`src/rtl/ctrl_sync_arb.sv`:
```
// ctrl_sync_arb
//
// Round-robin scheduler that lets several source-side requesters share one
// ctrl_sync pulse channel. Single-cycle request pulses are latched into a
// pending register. One pulse at a time is issued into the synchronizer,
// with the granted index held on a side bus. The scheduler then waits for
// the acknowledge, which a reverse ctrl_sync has already brought back into
// this clock domain. A stuck channel is bounded by a timeout, and a short
// idle gap is enforced after each transaction.
//
// Ports:
//   clk          - single clock; source domain of the shared ctrl_sync
//   rst_n        - asynchronous, active-low reset
//   req_i        - per-requester single-cycle request pulses
//   sync_ack_i   - single-cycle ack, already synchronized to clk
//   sync_ctrl_o  - single-cycle pulse into ctrl_sync.ctrl_i
//   sync_id_o    - index of the granted requester, held from ISSUE to IDLE
//   done_o       - one-cycle pulse on the granted bit when its ack arrives
//   err_o        - one-cycle pulse on the granted bit when it times out
//   pending_o    - latched requests not yet issued
//   busy_o       - high whenever the scheduler is not idle

module ctrl_sync_arb #(
   parameter int NUM_REQ = 4,
   parameter int ID_W    = 2,
   parameter int GAP_CYC = 2,
   parameter int TIMEOUT = 255,
   parameter int CNT_W   = 8
) (
   input  logic               clk,
   input  logic               rst_n,
   input  logic [NUM_REQ-1:0] req_i,
   input  logic               sync_ack_i,
   output logic               sync_ctrl_o,
   output logic [ID_W-1:0]    sync_id_o,
   output logic [NUM_REQ-1:0] done_o,
   output logic [NUM_REQ-1:0] err_o,
   output logic [NUM_REQ-1:0] pending_o,
   output logic               busy_o
);

   typedef enum logic [1:0] {
      ST_IDLE,
      ST_ISSUE,
      ST_WAIT,
      ST_GAP
   } state_t;

   // The timer value seen in the last allowed WAIT cycle. The gap counter
   // value seen in the last GAP cycle.
   localparam logic [CNT_W-1:0] TIMEOUT_LAST = CNT_W'(TIMEOUT - 1);
   localparam logic [CNT_W-1:0] GAP_LAST     = CNT_W'((GAP_CYC > 0) ? GAP_CYC - 1 : 0);

   state_t             state_q, state_d;
   logic [NUM_REQ-1:0] pending_q, pending_d;
   logic [ID_W-1:0]    ptr_q, ptr_d;
   logic [NUM_REQ-1:0] sel_mask_q, sel_mask_d;
   logic [CNT_W-1:0]   timer_q, timer_d;
   logic [CNT_W-1:0]   gap_q, gap_d;
   logic               ctrl_q, ctrl_d;
   logic [ID_W-1:0]    id_q, id_d;
   logic [NUM_REQ-1:0] done_q, done_d;
   logic [NUM_REQ-1:0] err_q, err_d;

   logic               pick_found;
   logic [ID_W-1:0]    pick_id;
   logic [NUM_REQ-1:0] pick_mask;
   logic [ID_W-1:0]    pick_ptr;
   int                 cand;

   // Round-robin search: walk upward from ptr with wrap, and take the first
   // pending requester. The grant is kept as a one-hot mask so that clearing
   // pending and pulsing done/err never needs a variable bit index.
   always_comb begin
      pick_found = 1'b0;
      pick_id    = '0;
      pick_mask  = '0;
      pick_ptr   = '0;
      cand       = 0;
      for (int k = 0; k < NUM_REQ; k++) begin
         cand = int'(ptr_q) + k;
         if (cand >= NUM_REQ) begin
            cand = cand - NUM_REQ;
         end
         if (!pick_found && ((pending_q & (NUM_REQ'(1) << cand)) != '0)) begin
            pick_found = 1'b1;
            pick_id    = ID_W'(cand);
            pick_mask  = NUM_REQ'(1) << cand;
            pick_ptr   = (cand == NUM_REQ - 1) ? '0 : ID_W'(cand + 1);
         end
      end
   end

   // Next-state and next-output logic. New request pulses are always OR-ed
   // into pending, after the issued bit is cleared. This way a requester
   // that pulses in its own grant cycle keeps its request alive.
   // done/err/ctrl default to zero, so each of them is a one-cycle pulse.
   always_comb begin
      state_d    = state_q;
      pending_d  = pending_q | req_i;
      ptr_d      = ptr_q;
      sel_mask_d = sel_mask_q;
      timer_d    = timer_q;
      gap_d      = gap_q;
      ctrl_d     = 1'b0;
      id_d       = id_q;
      done_d     = '0;
      err_d      = '0;
      case (state_q)
         ST_IDLE: begin
            if (pick_found) begin
               state_d    = ST_ISSUE;
               ctrl_d     = 1'b1;
               id_d       = pick_id;
               sel_mask_d = pick_mask;
               ptr_d      = pick_ptr;
               pending_d  = (pending_q & ~pick_mask) | req_i;
            end
         end
         ST_ISSUE: begin
            timer_d = '0;
            state_d = ST_WAIT;
         end
         ST_WAIT: begin
            // The ack is checked first, so an ack in the final allowed cycle
            // completes normally instead of reporting a timeout.
            if (sync_ack_i) begin
               done_d  = sel_mask_q;
               gap_d   = '0;
               state_d = (GAP_CYC == 0) ? ST_IDLE : ST_GAP;
            end else if (timer_q == TIMEOUT_LAST) begin
               err_d   = sel_mask_q;
               gap_d   = '0;
               state_d = (GAP_CYC == 0) ? ST_IDLE : ST_GAP;
            end else begin
               timer_d = timer_q + 1'b1;
            end
         end
         ST_GAP: begin
            if (gap_q == GAP_LAST) begin
               state_d = ST_IDLE;
            end else begin
               gap_d = gap_q + 1'b1;
            end
         end
         default: begin
            state_d = ST_IDLE;
         end
      endcase
   end

   // State and output registers. Reset drops everything, including any
   // outstanding grant, so no done/err is ever produced for it later.
   always_ff @(posedge clk or negedge rst_n) begin
      if (!rst_n) begin
         state_q    <= ST_IDLE;
         pending_q  <= '0;
         ptr_q      <= '0;
         sel_mask_q <= '0;
         timer_q    <= '0;
         gap_q      <= '0;
         ctrl_q     <= 1'b0;
         id_q       <= '0;
         done_q     <= '0;
         err_q      <= '0;
      end else begin
         state_q    <= state_d;
         pending_q  <= pending_d;
         ptr_q      <= ptr_d;
         sel_mask_q <= sel_mask_d;
         timer_q    <= timer_d;
         gap_q      <= gap_d;
         ctrl_q     <= ctrl_d;
         id_q       <= id_d;
         done_q     <= done_d;
         err_q      <= err_d;
      end
   end

   assign sync_ctrl_o = ctrl_q;
   assign sync_id_o   = id_q;
   assign done_o      = done_q;
   assign err_o       = err_q;
   assign pending_o   = pending_q;
   assign busy_o      = (state_q != ST_IDLE);

endmodule

```
`config.mk`:
```
export PLATFORM = sky130hd
export DESIGN_NAME = ctrl_sync_arb
export DESIGN_NICKNAME = d
export VERILOG_FILES = /design/src/rtl/ctrl_sync_arb.sv
export SDC_FILE = /design/constraint.sdc
export NUM_CORES = 1
export LEC_CHECK = 0
export ABC_AREA = 1
export CAP_MARGIN = 20
export CORE_MARGIN = 3
export CORE_UTILIZATION = 40
export DETAILED_ROUTE_END_ITERATION = 8
export MAX_ROUTING_LAYER = met4
export RECOVER_POWER = 25
export SYNTH_ARGS = -nofsm -noshare
export SYNTH_HDL_FRONTEND = slang
export SYNTH_SLANG_ARGS = --single-unit
```
`constraint.sdc`:
```
create_clock -name clk -period 1.8 [get_ports clk]
set_clock_uncertainty 0.1 [all_clocks]
set_input_delay 0.54 -clock clk [delete_from_list [all_inputs] [get_ports clk]]
set_output_delay 0.54 -clock clk [all_outputs]
set_load 0.02 [all_outputs]
```
==> run metrics, run 1 <==
Hold Path Class=in -> async; Main synth FF type=dfrtp_1; Crit Path Max Fanout=6; buffers and inverters on the worst path=0; pre-CTS setup slack=-162.3 ps; R2R cell count=11; ANT cells=0; Yosys warning count=0; First-pass DRT Iterations=7; ys async rst share=1.000; Die ar.=0.007029 sq mm; Cell variety after synth=29; Hold Vio Cnt, Final=0; design area=0.003368 sq mm; outcome=finished, violations left; Post-Place Cell Area=0.002958 sq mm; Post-CTS Hold Buffers=0; CTS Root Cell=clkbuf_8; TritonCTS Buffers=5; RSZ-0062 raised after global routing=yes; syn_nets=roughly 350; Seq/Total Area, Yosys=0.4027; Die Width=around 84 microns; hold_ws=140.1 ps; P_int=~3.2 mW; Setup crit end kind=flop; final net count=420; Flop pwr share=0.217; Port-buffer cells=22; Final Setup Violations=14; Comb power frac=0.654; GP Congestion=0.8260; met1 WL=~2700 microns; Yosys reg bits=39; final worst slack=-145.2 ps; largest net degree at the start of global routing=28; WP data arrival=2050 ps; Finished Layout Cells=470; Leak=1.691 nW; met3 WL=167 microns; Antenna Nets Post-Route=0; Tmin final=between 1500 and 2000 ps; Max-cap violations=0; post-DP HPWL=4083 microns; Worst slew margin=0.5364; DRC violations left=0; startpoint types=flop; Mapped Cells=~330; final WL=roughly 6000 microns; wire per inst=12.45 microns; Final TNS setup=-1002 ps; reg-to-reg critical path endpoint=pending_o[0]; layout cells sized above 1=0.2965; H-tree Lvls=2; core area=0.005675 sq mm; Pwr Density=1776 mW/mm^2; Critical Path Max Stage Delay=480 ps; GRT Util Overall=0.1782; CTS Buffer Depth=2; Clk pwr share=0.129; fin crit share=1.081; Core Rows=27; clk_lat worst skew=around 300 ps; Slowest cell on crit path=dfrtp_2; top cell type's share of synthesized area=0.4027; P_sw=2.809 mW; first-pass GRT wire length=9798 microns; number of global-route vias before repair=2,172; reg-to-reg startpoint=ptr_q[0]; synth cell count leaders=nand2_1 (104), inv_1 (41), dfrtp_1 (39); peak supply drop=1.115 mV; vias per cell=just under 5; die height=roughly 84 microns; final global-route overflow total=0; Syn-to-layout area delta=38.98%; Pwr Total=~6 mW; top routing layer used=met4; TritonCTS clock tree=built; final slew viol count=0; syn_area_per_cell=7.366 sq um; Clock transition at path regs=80 ps; violated checks=setup timing; fmax=514.1 MHz; DP Cell Count=451; crit path kind=reg -> reg; most used cell, CP=nand2_1; cells along the critical path=ha_2, nand2_1, nand2_4, nor2_4, nand3_2, nor2_4, nand2_1, nand2_1, nand2_2, nand2_1, nand2_1; critical path data required time=1900 ps; Mapped Area=about 0.0024 sq mm; First DRT Iteration DRCs=85; Clock Sinks=39; Synth area leaders=dfrtp_1 (40%), nand2_1 (16%), ha_1 (8.3%); Switching Fraction=0.4696; initial antenna violation count=0; number of synthesized flops with an enable pin=0; vias=2,274; Initial Util=0.4270; Worst-Margin Slew=695.4 ps; met2 WL post-DR=~2900 microns; dominant cell type by area after synthesis=dfrtp_1; total I/O pin count=23; flop-to-flop setup slack=-150 ps; Final Util=0.5935; count leader, synth=nand2_1; delay-heaviest family, CP=simple AND/OR/NAND/NOR gates
## repair_timing
item | CTS | global route
buffers inserted | 6 | 4
resized for setup | 59 | 26
gates cloned | 0 | 1
pin swaps | 21 | 15
endpoints found under the setup margin | 34 | 34
## kinds of logic (layout without fill, tap and decap cells)
logic type,after synthesis,after routing,share of synthesized area
adders and majority gates,16,16,0.08260
DFF,39,39,0.4027
AOI/OAI and AO/OA,28,29,0.06299
and+or+nand+nor,195,195,0.3578
buffers and inverters,48,116,0.08312
xor gates and xnor gates,3,3,0.01084
## worst max path at each step
stage,start,to,slack [ps],cells after the start
CTS,ptr_q[1],pending_o[0],-140,13
detailed placement,ptr_q[1],pending_o[0],-160,12
global route,ptr_q[0],pending_o[0],-230,12
floorplan,ptr_q[0],sel_mask_q[1],-20,13
finish,ptr_q[0],pending_o[0],-150,11
global placement,ptr_q[0],pending_o[3],-150,13
## metal layers
| layer | up-vias | track usage |
|---|---|---|
| met5 | - | - |
| met4 | 0 | 0.06725 |
| met3 | 10 | 0.03258 |
| met2 | 32 | 0.2928 |
| met1 | 1065 | 0.2179 |
| li1 | 1167 | - |
## layout make-up
cell class / count / area (sq um)
Fill cell: 537 / 2307
Clock inverter: 3 / 47.55
Timing Repair Buffer: 65 / 528.0
Multi-Input combinational cell: 243 / 1476
Clock buffer: 5 / 68.82
Inverter: 43 / 176.4
Tap cell: 72 / 90.09
Sequential cell: 39 / 980.9
## sequential cells by signal, summed over array words and instances (netlist names)
signal       cells
gap_q            8
timer_q          8
done_o           4
err_o            4
pending_o        4
sel_mask_q       4
ptr_q            2
state_q          2
sync_id_o        2
sync_ctrl_o      1
## placed cells by master, fill, tap and decap left out, drive strengths merged
| cell | synthesis | layout |
|---|---|---|
| nand4 | 5 | 5 |
| clkdlybuf4s50 | 0 | 5 |
| nor3 | 5 | 5 |
| dfrtp | 39 | 39 |
| a21oi | 4 | 4 |
| or2 | 6 | 6 |
| a31oi | 1 | 1 |
| nor2 | 40 | 40 |
| inv | 43 | 44 |
| xor2 | 3 | 3 |
| nand3 | 25 | 25 |
| clkbuf | 1 | 7 |
| o21ai | 19 | 20 |
| ha | 16 | 16 |
| o211ai | 1 | 1 |
| o22ai | 2 | 2 |
| nand3b | 3 | 3 |
| o31ai | 1 | 1 |
| clkinv | 0 | 1 |
| dlygate4sd2 | 0 | 15 |
| bufinv | 0 | 1 |
| buf | 4 | 43 |
| nand2 | 111 | 111 |
## power groups by stage
stage                     combinational (mW)  clock, mW  sequential [mW]
after floorplan                         1.94          0             1.36
after global placement                  3.16          0             1.29
after detailed placement                3.16          0             1.29
after CTS                               3.61      0.791             1.28
after global routing                    4.33      0.832             1.33
final                                   3.91      0.770             1.30
(Power assumes the default switching activity.)
==> run 2: changes to the inputs <==
--- a/config.mk
+++ b/config.mk
@@ -5,9 +5,8 @@
 export SDC_FILE = /design/constraint.sdc
 export NUM_CORES = 1
 export LEC_CHECK = 0
-export ABC_AREA = 1
 export CAP_MARGIN = 20
-export CORE_MARGIN = 3
+export CORE_MARGIN = 10
 export CORE_UTILIZATION = 40
 export DETAILED_ROUTE_END_ITERATION = 8
 export MAX_ROUTING_LAYER = met4
==> run metrics, run 2 <==
count leader, synth=dfrtp_1; Max-cap violations=0 (unchanged); Pwr Density=519.4 mW/mm^2 (-71%); H-tree Lvls=2 (unchanged); syn_area_per_cell=9.910 sq um (+35%); CTS Root Cell=clkbuf_8; Pwr Total=1.790 mW (-70%); Compound-Gate Fraction of Synth Area=0.2063 (+0.1434); wire per inst=15.02 microns (+21%); Die Width=95.00 microns (+13%); Initial Util=0.4111 (-0.01596); core area=0.005473 sq mm (-3.6%); Clock transition at path regs=80 ps (about the same); Seq/Total Area, Yosys=0.4338 (+0.03113); first-pass GRT wire length=9549 microns (-2.5%); design area=0.003447 sq mm (+2.3%); Final TNS setup=-5511 ps (-4510 ps); R2R cell count=9 (-2); Switching Fraction=0.1935 (-0.2761); Comb power frac=0.021 (-0.633); critical path data required time=1930 ps (+30 ps); vias per cell=5.152 (+6.5%); largest net degree at the start of global routing=24 (-14%); DP Cell Count=372 (-18%); clk_lat worst skew=290 ps (about the same); post-DP HPWL=4261 microns (+4.4%); Top Registers=gap_q (8), timer_q (8); fmax=457.8 MHz (-11%); peak supply drop=0.2873 mV (-74%); Post-CTS Hold Buffers=0 (unchanged); Cell variety after synth=51 (+76%); hold_ws=285.4 ps (+145.3 ps); Yosys warning count=0 (unchanged); fin crit share=1.213 (+0.1328); final net count=346 (-18%); First DRT Iteration DRCs=56 (-34%); simple-gate share of the synthesized area=0.2002 (-0.1575); ys async rst share=1.000 (unchanged); largest family of logic cells by synthesized area=compound AO/OA/AOI/OAI gates; crit path kind=reg -> reg; Synth area leaders=dfrtp_1 (43%), ha_1 (8.9%), o21ai_0 (3.8%); commonest non-fill, non-tap cell in the layout=buf_4; number of global-route vias before repair=2,017 (-7.1%); GRT Util Overall=0.1360 (-0.04217); Yosys reg bits=39 (unchanged); Final Util=0.6299 (+0.03638); CTS Buffer Depth=2 (unchanged); First-pass DRT Iterations=4 (-3); Finished Layout Cells=396 (-16%); startpoint types=flop; Port-buffer cells=22 (unchanged); Clock Sinks=39 (unchanged); Final Setup Violations=23 (+9); Worst slew margin=0.3372 (-0.1992); syn_nets=250 (-29%); Worst-Margin Slew=994.2 ps (+298.9 ps); P_sw=346.4 uW (-88%); Crit Path Max Fanout=6 (unchanged); Setup crit end kind=flop; total I/O pin count=23 (unchanged); P_int=1.444 mW (-54%); Clk pwr share=0.491 (+0.362); dominant cell type by area after synthesis=dfrtp_1; outcome=finished, violations left; Syn-to-layout area delta=53.23%; Hold Vio Cnt, Final=0 (unchanged); number of synthesized flops with an enable pin=0 (unchanged); TritonCTS clock tree=built; final worst slack=-384.2 ps (-239.0 ps); final global-route overflow total=0 (unchanged); DRC violations left=0 (unchanged); vias=2,040 (-10%); Antenna Nets Post-Route=0 (unchanged); violated checks=setup timing; top cell type's share of synthesized area=0.4338 (+0.03113); pre-CTS setup slack=-430.1 ps (-267.8 ps); final WL=5946 microns (+1.6%); final slew viol count=0 (unchanged); Post-Place Cell Area=0.002987 sq mm (+0.97%); ANT cells=0 (unchanged); Die ar.=0.009024 sq mm (+28%); Main synth FF type=dfrtp_1; Hold Path Class=in -> async; RSZ-0062 raised after global routing=yes; Leak=1.617 nW (-4.4%); layout cells sized above 1=0.4506 (+0.1541); Tmin final=2184 ps (+239.0 ps); Synth Area in Adders=0.08899 (+0.006386); mux contribution to synthesized area=0.01390 (+0.01390); Flop pwr share=0.489 (+0.272); most frequent cells in the layout=buf_4 (65), dfrtp_1 (33), nand2_1 (17); GP Congestion=0.8711 (+5.5%); Mapped Area=0.002250 sq mm (-7.2%); WP data arrival=2320 ps (+270 ps); Core Rows=27 (unchanged); post-synthesis xor/xnor area fraction=0.02336 (+0.01252); TritonCTS Buffers=5 (unchanged); die height=95.00 microns (+13%); Mapped Cells=227 (-31%); synth cell count leaders=dfrtp_1 (39), nand2_1 (22), nor2_1 (17), o21ai_0 (17), ha_1 (16); initial antenna violation count=0 (unchanged)
-- run 2: cell types whose count changed after synthesis, sizes merged, moves of 4 or more --
cell / change
nand2: -88
a21o: +4
nand3: -14
a22oi: +6
a22o: +6
and3: +8
a21oi: +4
inv: -34
nor2: -23
and2: +9
or2: -6
-- run 2: kinds of logic (layout without fill, tap and decap cells) --
group                      Yosys count  count (layout)
and+or+nand+nor                     85              85
AOI/OAI and AO/OA                   63              63
DFF                                 39              39
adders and majority gates           16              16
buffers and inverters               15             112
xor gates and xnor gates             6               6
muxes                                3               3
-- run 2: final cells by class --
cell class                 instances  area, sq um
timing repair buffer              95        773.2
sequential                        39        983.4
clock inverter                     3        67.56
inverter                           9        43.79
clock buffer                       5        68.82
tap                               72        90.09
fill                             472         2026
multi-input combinational        173         1420
-- run 2: power by group through the flow --
stage	Sequential (mW)	Combinational (mW)	Clock, mW
2_1_floorplan	0.893	0.00115	0
6_report	0.875	0.0368	0.878
3_3_place_gp	0.893	0.0395	0
3_5_place_dp	0.893	0.0393	0
4_1_cts	0.875	0.0387	0.901
5_1_grt	0.875	0.0421	0.934
-- run 2: metal layers --
layer / up-vias / part of all wire / GRT usage / routed length [microns]
li1: 1014 / - / - / -
met1: 992 / 0.48 / 0.1729 / 2847
met2: 27 / 0.48 / 0.2105 / 2837
met3: 7 / 0.034 / 0.03093 / 201
met4: 0 / 0.010 / 0.04115 / 60
met5: - / 0 / - / 0
-- run 2: what timing repair did --
item | in CTS | in global routing
setup buffers | 5 | 11
endpoints found under the setup margin | 41 | 29
resized for setup | 66 | 30
pin swaps | 3 | 14
-- run 2: worst max-delay path, cell delays in order (launching register included) --
cell      delay [ps]
dfrtp_2          480
ha_4             200
a22o_1           230
a221oi_4         270
buf_4            180
nor2_4            40
buf_6            110
a221o_1          330
nand3_2           70
a21o_1           100
-- run 2: final timing paths --
kind	startpoint	to	slack, ps
worst max-delay path	ptr_q[1]	pending_o[0]	-380
worst min-delay path	rst_n	timer_q[4]	290
worst max register to register	ptr_q[1]	pending_o[0]	-380
worst min register to register	sel_mask_q[2]	sel_mask_q[2]	400
max in group asynchronous	rst_n	pending_o[1]	650
min in group clk	sel_mask_q[2]	sel_mask_q[2]	400
==> run 3: changes to the inputs <==
--- a/config.mk
+++ b/config.mk
@@ -6,10 +6,10 @@
 export NUM_CORES = 1
 export LEC_CHECK = 0
 export CAP_MARGIN = 20
+export CORE_ASPECT_RATIO = 1.2
 export CORE_MARGIN = 10
 export CORE_UTILIZATION = 40
 export DETAILED_ROUTE_END_ITERATION = 8
-export MAX_ROUTING_LAYER = met4
 export RECOVER_POWER = 25
 export SYNTH_ARGS = -nofsm -noshare
 export SYNTH_HDL_FRONTEND = slang
==> run metrics, run 3 (synthesis results as in run 2) <==
outcome=finished, violations left; violated checks=setup timing; First DRT Iteration DRCs=60 (+7.1%); final global-route overflow total=0 (unchanged); Worst slew margin=0.4619 (+0.1248); reg-to-reg startpoint=ptr_q[0]; Slowest cell on crit path=dfrtp_2; Tmin final=2135 ps (-49.26 ps); Pwr Total=1.691 mW (-5.5%); final worst slack=-335.0 ps (+49.26 ps); design area=0.003452 sq mm (+0.15%); vias=2,093 (+2.6%); first-pass GRT wire length=10,090 microns (+5.7%); initial antenna violation count=0 (unchanged); TritonCTS Buffers=5 (unchanged); GRT Util Overall=0.1411 (+0.005121); Pwr Density=490.0 mW/mm^2 (-5.7%); Max-cap violations=0 (unchanged); total I/O pin count=23 (unchanged); Crit. Startpoint=ptr_q[0]; commonest non-fill, non-tap cell in the layout=buf_4; First-pass DRT Iterations=4 (unchanged); Final TNS setup=-4678 ps (+833.0 ps); M1 GR Usage=0.1483 (-0.02456); startpoint types=flop; post-DP HPWL=4559 microns (+7.0%); Worst-Margin Slew=807.1 ps (-187.2 ps); WP data arrival=2220 ps (-100 ps); cells along the critical path=inv_4, ha_4, a22o_1, a221oi_2, nand2_1, buf_6, o311a_4, o21ai_1, o21ai_1; layer with the highest usage=met2; CTS Buffer Depth=2 (unchanged); Hold Vio Cnt, Final=0 (unchanged); Clock transition at path regs=80 ps (about the same); ANT cells=0 (unchanged); fmax=468.4 MHz (+2.3%); number of global-route vias before repair=2,186 (+8.4%); Leak=1.628 nW (+0.67%); Final Setup Violations=20 (-13%); TritonCTS clock tree=built; crit path kind=reg -> reg; Core Rows=29 (+7.4%); critical path data required time=1880 ps (-50 ps); Finished Layout Cells=389 (-1.8%); core area=0.005370 sq mm (-1.9%); H-tree Lvls=2 (unchanged); global routing usage on met3=0.03424 (+0.003308); DRC violations left=0 (unchanged); largest net degree at the start of global routing=16 (-33%); most used cell, CP=o21ai_1; fillers=436 (-7.6%); vias per cell=5.380 (+4.4%); final slew viol count=0 (unchanged); Port-buffer cells=22 (unchanged); buffers and inverters on the worst path=2 (unchanged); met2 usage=0.2572 (+0.04671); CTS Root Cell=clkbuf_8; fin crit share=1.186 (-0.02737); Post-Place Cell Area=0.003004 sq mm (+0.59%); DP Cell Count=366 (-1.6%); GP Congestion=0.9163 (+5.2%); final net count=349 (+0.87%); RSZ-0062 raised after global routing=yes; clk_lat worst skew=300 ps (about the same); hold_ws=197.7 ps (-87.71 ps); Critical Path Max Stage Delay=470 ps (about the same); Antenna Nets Post-Route=0 (unchanged); layout cells sized above 1=0.4679 (+0.01727); delay-heaviest family, CP=compound AO/OA/AOI/OAI gates; wire per inst=15.70 microns (+4.6%); Top Registers=gap_q (8), timer_q (8); Die ar.=0.009036 sq mm (+0.13%); Setup crit end kind=flop; Initial Util=0.4189 (+0.007854); Hold Path Class=in -> async; peak supply drop=0.3313 mV (+15%); Post-CTS Hold Buffers=0 (unchanged); Die Width=88.46 microns (-6.9%); Syn-to-layout area delta=53.45%; most frequent cells in the layout=buf_4 (65), dfrtp_1 (34), nand2_1 (20); Crit Path Max Fanout=6 (unchanged); Clock Sinks=39 (unchanged); final WL=6107 microns (+2.7%); die height=102.2 microns (+7.5%)
[run 3: cell types whose count changed in the layout (fill, tap and decap cells not counted), sizes merged]
| cell | before | now |
|---|---|---|
| buf | 78 | 80 |
| bufinv | 2 | 1 |
| clkbuf | 6 | 7 |
| clkinvlp | 1 | 0 |
| dlymetal6s2s | 0 | 1 |
| inv | 9 | 10 |
[run 3: final timing paths]
check                      slack, ps  depth (start not counted)            end
setup reg to reg                -330                          9     state_q[0]
setup / recovery                -330                          9     state_q[0]
min in group clk                 380                          2   sync_id_o[1]
hold / removal                   200                          1  sel_mask_q[3]
hold reg to reg                  380                          2   sync_id_o[1]
max in group asynchronous        300                          2   pending_o[1]
[run 3: per-stage QoR]
stage	utilization	worst slack [ps]
floorplan	-	-301.9
global placement	0.5594	-424.3
detailed placement	0.5594	-448.0
CTS	0.6198	-313.9
global route	0.6428	-419.5
finish	0.6428	-335.0
[run 3: power by group]
part	total, mW	switching, mW	internal (mW)
combinational	0.0353	0.0205	0.0148
sequential	0.875	0.000000000000000386	0.875
clock	0.781	0.325	0.456
total	1.69	0.346	1.35
[run 3: cell type report]
class,instances,area (sq um),area share
Tap cell,62,77.57,0.02247
Inverter,9,38.79,0.01124
Multi-Input combinational cell,173,1439,0.4168
Timing Repair Buffer,98,793.3,0.2298
Clock buffer,6,82.58,0.02392
Clock inverter,2,38.79,0.01124
Sequential cell,39,982.2,0.2845
[run 3: per-layer routing]
| metal | vias to the layer above | routed length, microns | share of wire |
|---|---|---|---|
| met2 | 36 | 3304 | 0.54 |
| met5 | - | 0 | 0 |
| li1 | 1019 | - | - |
| met3 | 13 | 206 | 0.034 |
| met4 | 0 | 179 | 0.029 |
| met1 | 1025 | 2418 | 0.40 |
[run 3: timing repair]
action	in CTS	in global routing
buffers inserted	6	9
endpoints found under the setup margin	39	25
gates resized for setup	83	21
pin swaps	23	16
==> edit 1, RTL diff (settings of run 2) <==
The 4 states of `state_t` get a Gray code encoding in 2 bits.
--- a/src/rtl/ctrl_sync_arb.sv
+++ b/src/rtl/ctrl_sync_arb.sv
@@ -41,8 +41,8 @@
 
    typedef enum logic [1:0] {
-      ST_IDLE,
-      ST_ISSUE,
-      ST_WAIT,
-      ST_GAP
+      ST_IDLE  = 2'b00,
+      ST_ISSUE = 2'b01,
+      ST_WAIT  = 2'b11,
+      ST_GAP   = 2'b10
    } state_t;
 
Check against the original RTL: same outputs for any inputs over 10 cycles, from zero or initial values and one cycle with rst_n low; not proved beyond that.
==> edit 1 against run 2 <==
  * Non-clock buffer count grew 1
  * Critical endpoint is now pending_o[1]$_DFF_PN0_
  * Worst setup slack worse by 0.12 ns
  * Sequential share of layout area is 0.089 points higher
  * Synthesized cell count up 7.0%
  * Area after synthesis increased by 1.2%
  * Sequential cell count is the same
  * Design area decreased by 0.69%
  * Routed wire length up 2.9%
  * Count of clock-buffer cells in the layout unchanged
  * Critical path depth shrank 2
  * The run still ends with setup timing left
  * Highest routed layer unchanged
Power is left out: it rests on default switching activity, and per cell area and clock period it moved more than threefold.
==> edit 1: results (changes against run 2) <==
[sta]
setup_viol=16  ; was 23
tightest_slew_ns=0.959  ; was 0.994 ns
setup_ws_ns=-0.509  ; was -0.384 ns

[placed_design]
hpwl_um=4240  ; was 4260 µm
dpl_cell_area_mm2=0.00305  ; was 0.00299 mm²
gp_congestion=0.900  ; was 0.871

[status]
violations=setup timing  ; unchanged
status=complete, but fails checks  ; unchanged

[global_route]
grt_pass1_wl_um=10200  ; was 9550 µm
track_usage_pct=14.1  ; was 13.6%
grt_max_degree=40  ; was 24
grt_pass1_vias=2150  ; was 2017
use_met1_pct=17.4  ; was 17.3%

[logic_synthesis]
synthDistinctLibCells=49  ; was 51
synth_common_cells=dfrtp_1, nand2_1, nor2_1  ; was dfrtp_1, nand2_1, nor2_1, o21ai_0, ha_1
avgSynthCellArea_um2=9.37  ; was 9.91 µm²
syn_nets=261  ; was 250

[worst_setup_path]
ff2ff_setup_slack_ns=-0.51  ; was -0.38 ns
rr_endpoint=pending_o[1]$_DFF_PN0_  ; was pending_o[0]$_DFF_PN0_
crit_path_max_incr_delay_ns=0.46  ; was 0.48 ns
cp.arrival_ns=2.40  ; was 2.32 ns

[final_layout]
nets=352  ; was 346

[routing]
first_iter_violations=95  ; was 56
wl_per_cell_um=15.0  ; about the same
viasPerCell=5.42  ; was 5.15
routed_wl_um=6120  ; was 5950 µm

==> edit 1: cell count changes in the layout (fill, tap and decap cells not counted), sizes merged, moves of 4 or more <==
cell / before / now
and3: 8 / 0
nor2b: 1 / 8
o21ai: 20 / 13
a221o: 1 / 7
ha: 16 / 11
nor4: 2 / 7
o22ai: 4 / 0
==> edit 1: area by class of cell <==
cell class,count,area [µm²]
clock inverters,3,43.8
repair buffers,96,772
multi-input cells,181,1420
flip-flops and latches,39,980
inverters,11,46.3
well taps,72,90.1
fillers,462,2080
clock buffers,5,68.8
==> edit 1: kinds of logic after synthesis <==
kind of cell	share of synthesized area [%]
AND/OR/NAND/NOR	20.7
flip-flops	42.9
AO/OA/AOI/OAI	23.3
adder cells (fa/ha/maj)	6.04
multiplexers	0.934
XOR/XNOR	1.92
buffers and inverters	4.29
==> edit 1: metal layers <==
metal | vias to the layer above | share of wire (%)
li1 | 1081 | -
met5 | - | 0
met3 | 8 | 3.6
met1 | 1071 | 45
met2 | 47 | 50
met4 | 0 | 1.2
==> edit 1: worst max-delay path: cells and delay by family (launching register included) <==
family	cells	cell delay (ns)
AOI/OAI and AO/OA	5	1.42
adders and majority gates	1	0.16
buffers and inverters	1	0.08
DFF	1	0.46
==> edit 1: what timing repair did <==
item,CTS,global route
setup endpoints to repair,32,26
pin swaps,12,15
buffers inserted,9,3
hold buffers,0,0
gates cloned,0,1
resized for setup,42,28
==> edit 1: per-stage QoR <==
stage          setup WS (ns)  hold slack [ns]  TNS, ns
2_1_floorplan         -0.542            0.144    -5.61
3_3_place_gp          -0.598            0.371   -11.17
3_5_place_dp          -0.593            0.375   -11.14
4_1_cts               -0.490           0.0984    -6.80
5_1_grt               -0.597            0.422    -8.34
6_report              -0.509            0.367    -6.73
==> edit 1: worst max-delay path by stage <==
stage                               startpoint                     end  slack [ns]  cells after the start
after detailed placement  ptr_q[1]$_DFFE_PN0P_    ptr_q[1]$_DFFE_PN0P_       -0.59                      9
after global routing      ptr_q[0]$_DFFE_PN0P_    ptr_q[1]$_DFFE_PN0P_       -0.60                     10
final                     ptr_q[0]$_DFFE_PN0P_  pending_o[1]$_DFF_PN0_       -0.51                      7
after CTS                 ptr_q[0]$_DFFE_PN0P_  pending_o[2]$_DFF_PN0_       -0.49                      8
after floorplan           ptr_q[0]$_DFFE_PN0P_  pending_o[2]$_DFF_PN0_       -0.54                      7
after global placement    ptr_q[1]$_DFFE_PN0P_  pending_o[2]$_DFF_PN0_       -0.60                      7
==> edit 2, RTL diff (flow settings as in run 2) <==
Without the edit above. The parameter `ID_W` goes from 2 to 3.
--- a/src/rtl/ctrl_sync_arb.sv
+++ b/src/rtl/ctrl_sync_arb.sv
@@ -23,5 +23,5 @@
 module ctrl_sync_arb #(
    parameter int NUM_REQ = 4,
-   parameter int ID_W    = 2,
+   parameter int ID_W    = 3,
    parameter int GAP_CYC = 2,
    parameter int TIMEOUT = 255,
Ports: changed (resized sync_id_o); port bits go from 23 to 24. No check against the original RTL was run, so the function may have changed too.
==> edit 2 against run 2 <==
  * Worst setup slack got worse by 0.13 ns
  * First-iteration DRC count is 110% higher
  * Design area is 17% higher
  * Sequential cell count rose by 2
  * The run still ends with setup timing left
  * Routed wire length increased by 26%
  * Area after synthesis grew 14%
Power is left out: it rests on default switching activity, and per cell area and clock period it moved more than threefold.
==> edit 2: results (changes against run 2) <==
[status]
status=complete, but fails checks  ; unchanged
violations=setup timing  ; unchanged

[placed_design]
preCtsSetupSlack_ns=-0.604  ; was -0.430 ns
io_buffers=23  ; was 22
dpl_cell_area_mm2=0.00345  ; was 0.00299 mm²
hpwl_um=5240  ; was 4260 µm
dp_cells=432  ; was 372
gp_congestion=0.927  ; was 0.871

[final_layout]
top_regs=gap_q x8, timer_q x8  ; unchanged
n_antenna_cell=0  ; unchanged
fillers=505  ; was 472
nets=409  ; was 346
drive_gt1_share_pct=44.5  ; was 45.1%

[sta]
final_hold_viol_count=0  ; unchanged
tightest_slew_ns=0.787  ; was 0.994 ns
setup_ws_ns=-0.518  ; was -0.384 ns
setup_viol=17  ; was 23

[logic_synthesis]
synth_cells=271  ; was 227
syn_nets=297  ; was 250
synth_common_cells=dfrtp_1, nor2_1, ha_1  ; was dfrtp_1, nand2_1, nor2_1, o21ai_0, ha_1
synth-async-reset-ratio_pct=100  ; unchanged
ys_seq_area_share_pct=40.0  ; was 43.4%
synthDistinctLibCells=59  ; was 51
yosys-top-cells-area=dfrtp_1, ha_1, nor2_1, xor2_1, nand4_1  ; was dfrtp_1, ha_1, o21ai_0, nand2_1, nor2_1
ys_warn_count=0  ; unchanged

[clock_tree]
holdBufCountCts=0  ; unchanged
numCtsBuffers=5  ; unchanged
clk_pin_slew_worst_paths_ns=0.09
root_buffer=clkbuf_8  ; unchanged
ctsHtreeMaxLevel=2  ; unchanged

[global_route]
grt_pass1_vias=2439  ; was 2017
grt_max_degree=33  ; was 24
grt_pass1_wl_um=12000  ; was 9550 µm
track_usage_pct=14.9  ; was 13.6%

[routing]
first_pass_iters=4  ; unchanged
first_iter_violations=118  ; was 56
vias=2483  ; was 2040
wl_per_cell_um=16.3  ; was 15.0 µm
viasPerCell=5.39  ; was 5.15
drc=0  ; unchanged

[worst_setup_path]
critPathSlowestCell=dfrtp_2  ; unchanged
crit_path_max_incr_delay_ns=0.46  ; was 0.48 ns
critPathTopFamily=compound AO/OA/AOI/OAI gates  ; unchanged
crit_path_max_fanout=5  ; was 6
cp.arrival_ns=2.39  ; was 2.32 ns
critPathLaunch=ptr_q[1]$_DFFE_PN0P_  ; unchanged

[min_path]
timing.hold.worst.class=in -> async  ; unchanged

-- edit 2: cell types whose count changed in the layout (fill, tap and decap cells not counted), sizes merged, moves of 5 or more --
cell   before  now
inv         9   14
nor2       17   24
xor2        3    9
nand4       3   11
o21ai      20   15
nand2      23   18
buf        78   98
-- edit 2: per-stage QoR --
step           setup TNS, ns  hold slack [ns]
3_5_place_dp          -15.23            0.352
6_report               -7.68            0.146
3_3_place_gp          -14.37            0.350
2_1_floorplan         -10.22            0.144
4_1_cts                -7.32           0.0284
5_1_grt                -9.12            0.175
-- edit 2: area by class of cell --
class / count / area, µm² / area share, %
multi-input cells: 203 / 1740 / 43.1
well taps: 77 / 96.3 / 2.38
flip-flops and latches: 41 / 1030 / 25.5
clock buffers: 7 / 86.3 / 2.14
inverters: 14 / 57.6 / 1.42
repair buffers: 118 / 1000 / 24.8
clock inverters: 1 / 30.0 / 0.743
-- edit 2: metal layers --
layer	wire [µm]	track usage [%]	vias up
met2	3490	21.6	56
met3	376	2.95	8
met1	3570	20.4	1209
met4	68	4.46	0
li1	-	-	1210
met5	0	-	-
-- edit 2: cell families (layout without fill, tap and decap cells) --
group | Yosys count | in the layout | synth area share, %
AND/OR/NAND/NOR | 99 | 99 | 20.0
AO/OA/AOI/OAI | 68 | 68 | 19.3
flip-flops | 41 | 41 | 40.0
buffers and inverters | 27 | 140 | 4.73
adder cells (fa/ha/maj) | 19 | 19 | 9.26
XOR/XNOR | 11 | 11 | 3.75
multiplexers | 6 | 6 | 2.97
-- edit 2: what timing repair did --
action / in CTS / in global routing
gates resized for setup: 64 / 49
endpoints found under the setup margin: 48 / 31
pin swaps: 15 / 25
cloned: 1 / 1
buffers inserted: 7 / 12
endpoints found under the hold margin: 0 / 0
-- edit 2: path summary, 6_finish.rpt --
| path | depth (start not counted) | end |
|---|---|---|
| min in group clk | 2 | sync_id_o[0]$_DFFE_PN0P_ |
| worst min register to register | 2 | sync_id_o[0]$_DFFE_PN0P_ |
| worst min-delay path | 1 | ptr_q[2]$_DFFE_PN0P_ |
| max in group asynchronous | 2 | gap_q[1]$_DFFE_PN0P_ |
| worst max-delay path | 8 | state_q[1]$_DFFE_PN0P_ |
| worst max register to register | 8 | state_q[1]$_DFFE_PN0P_ |
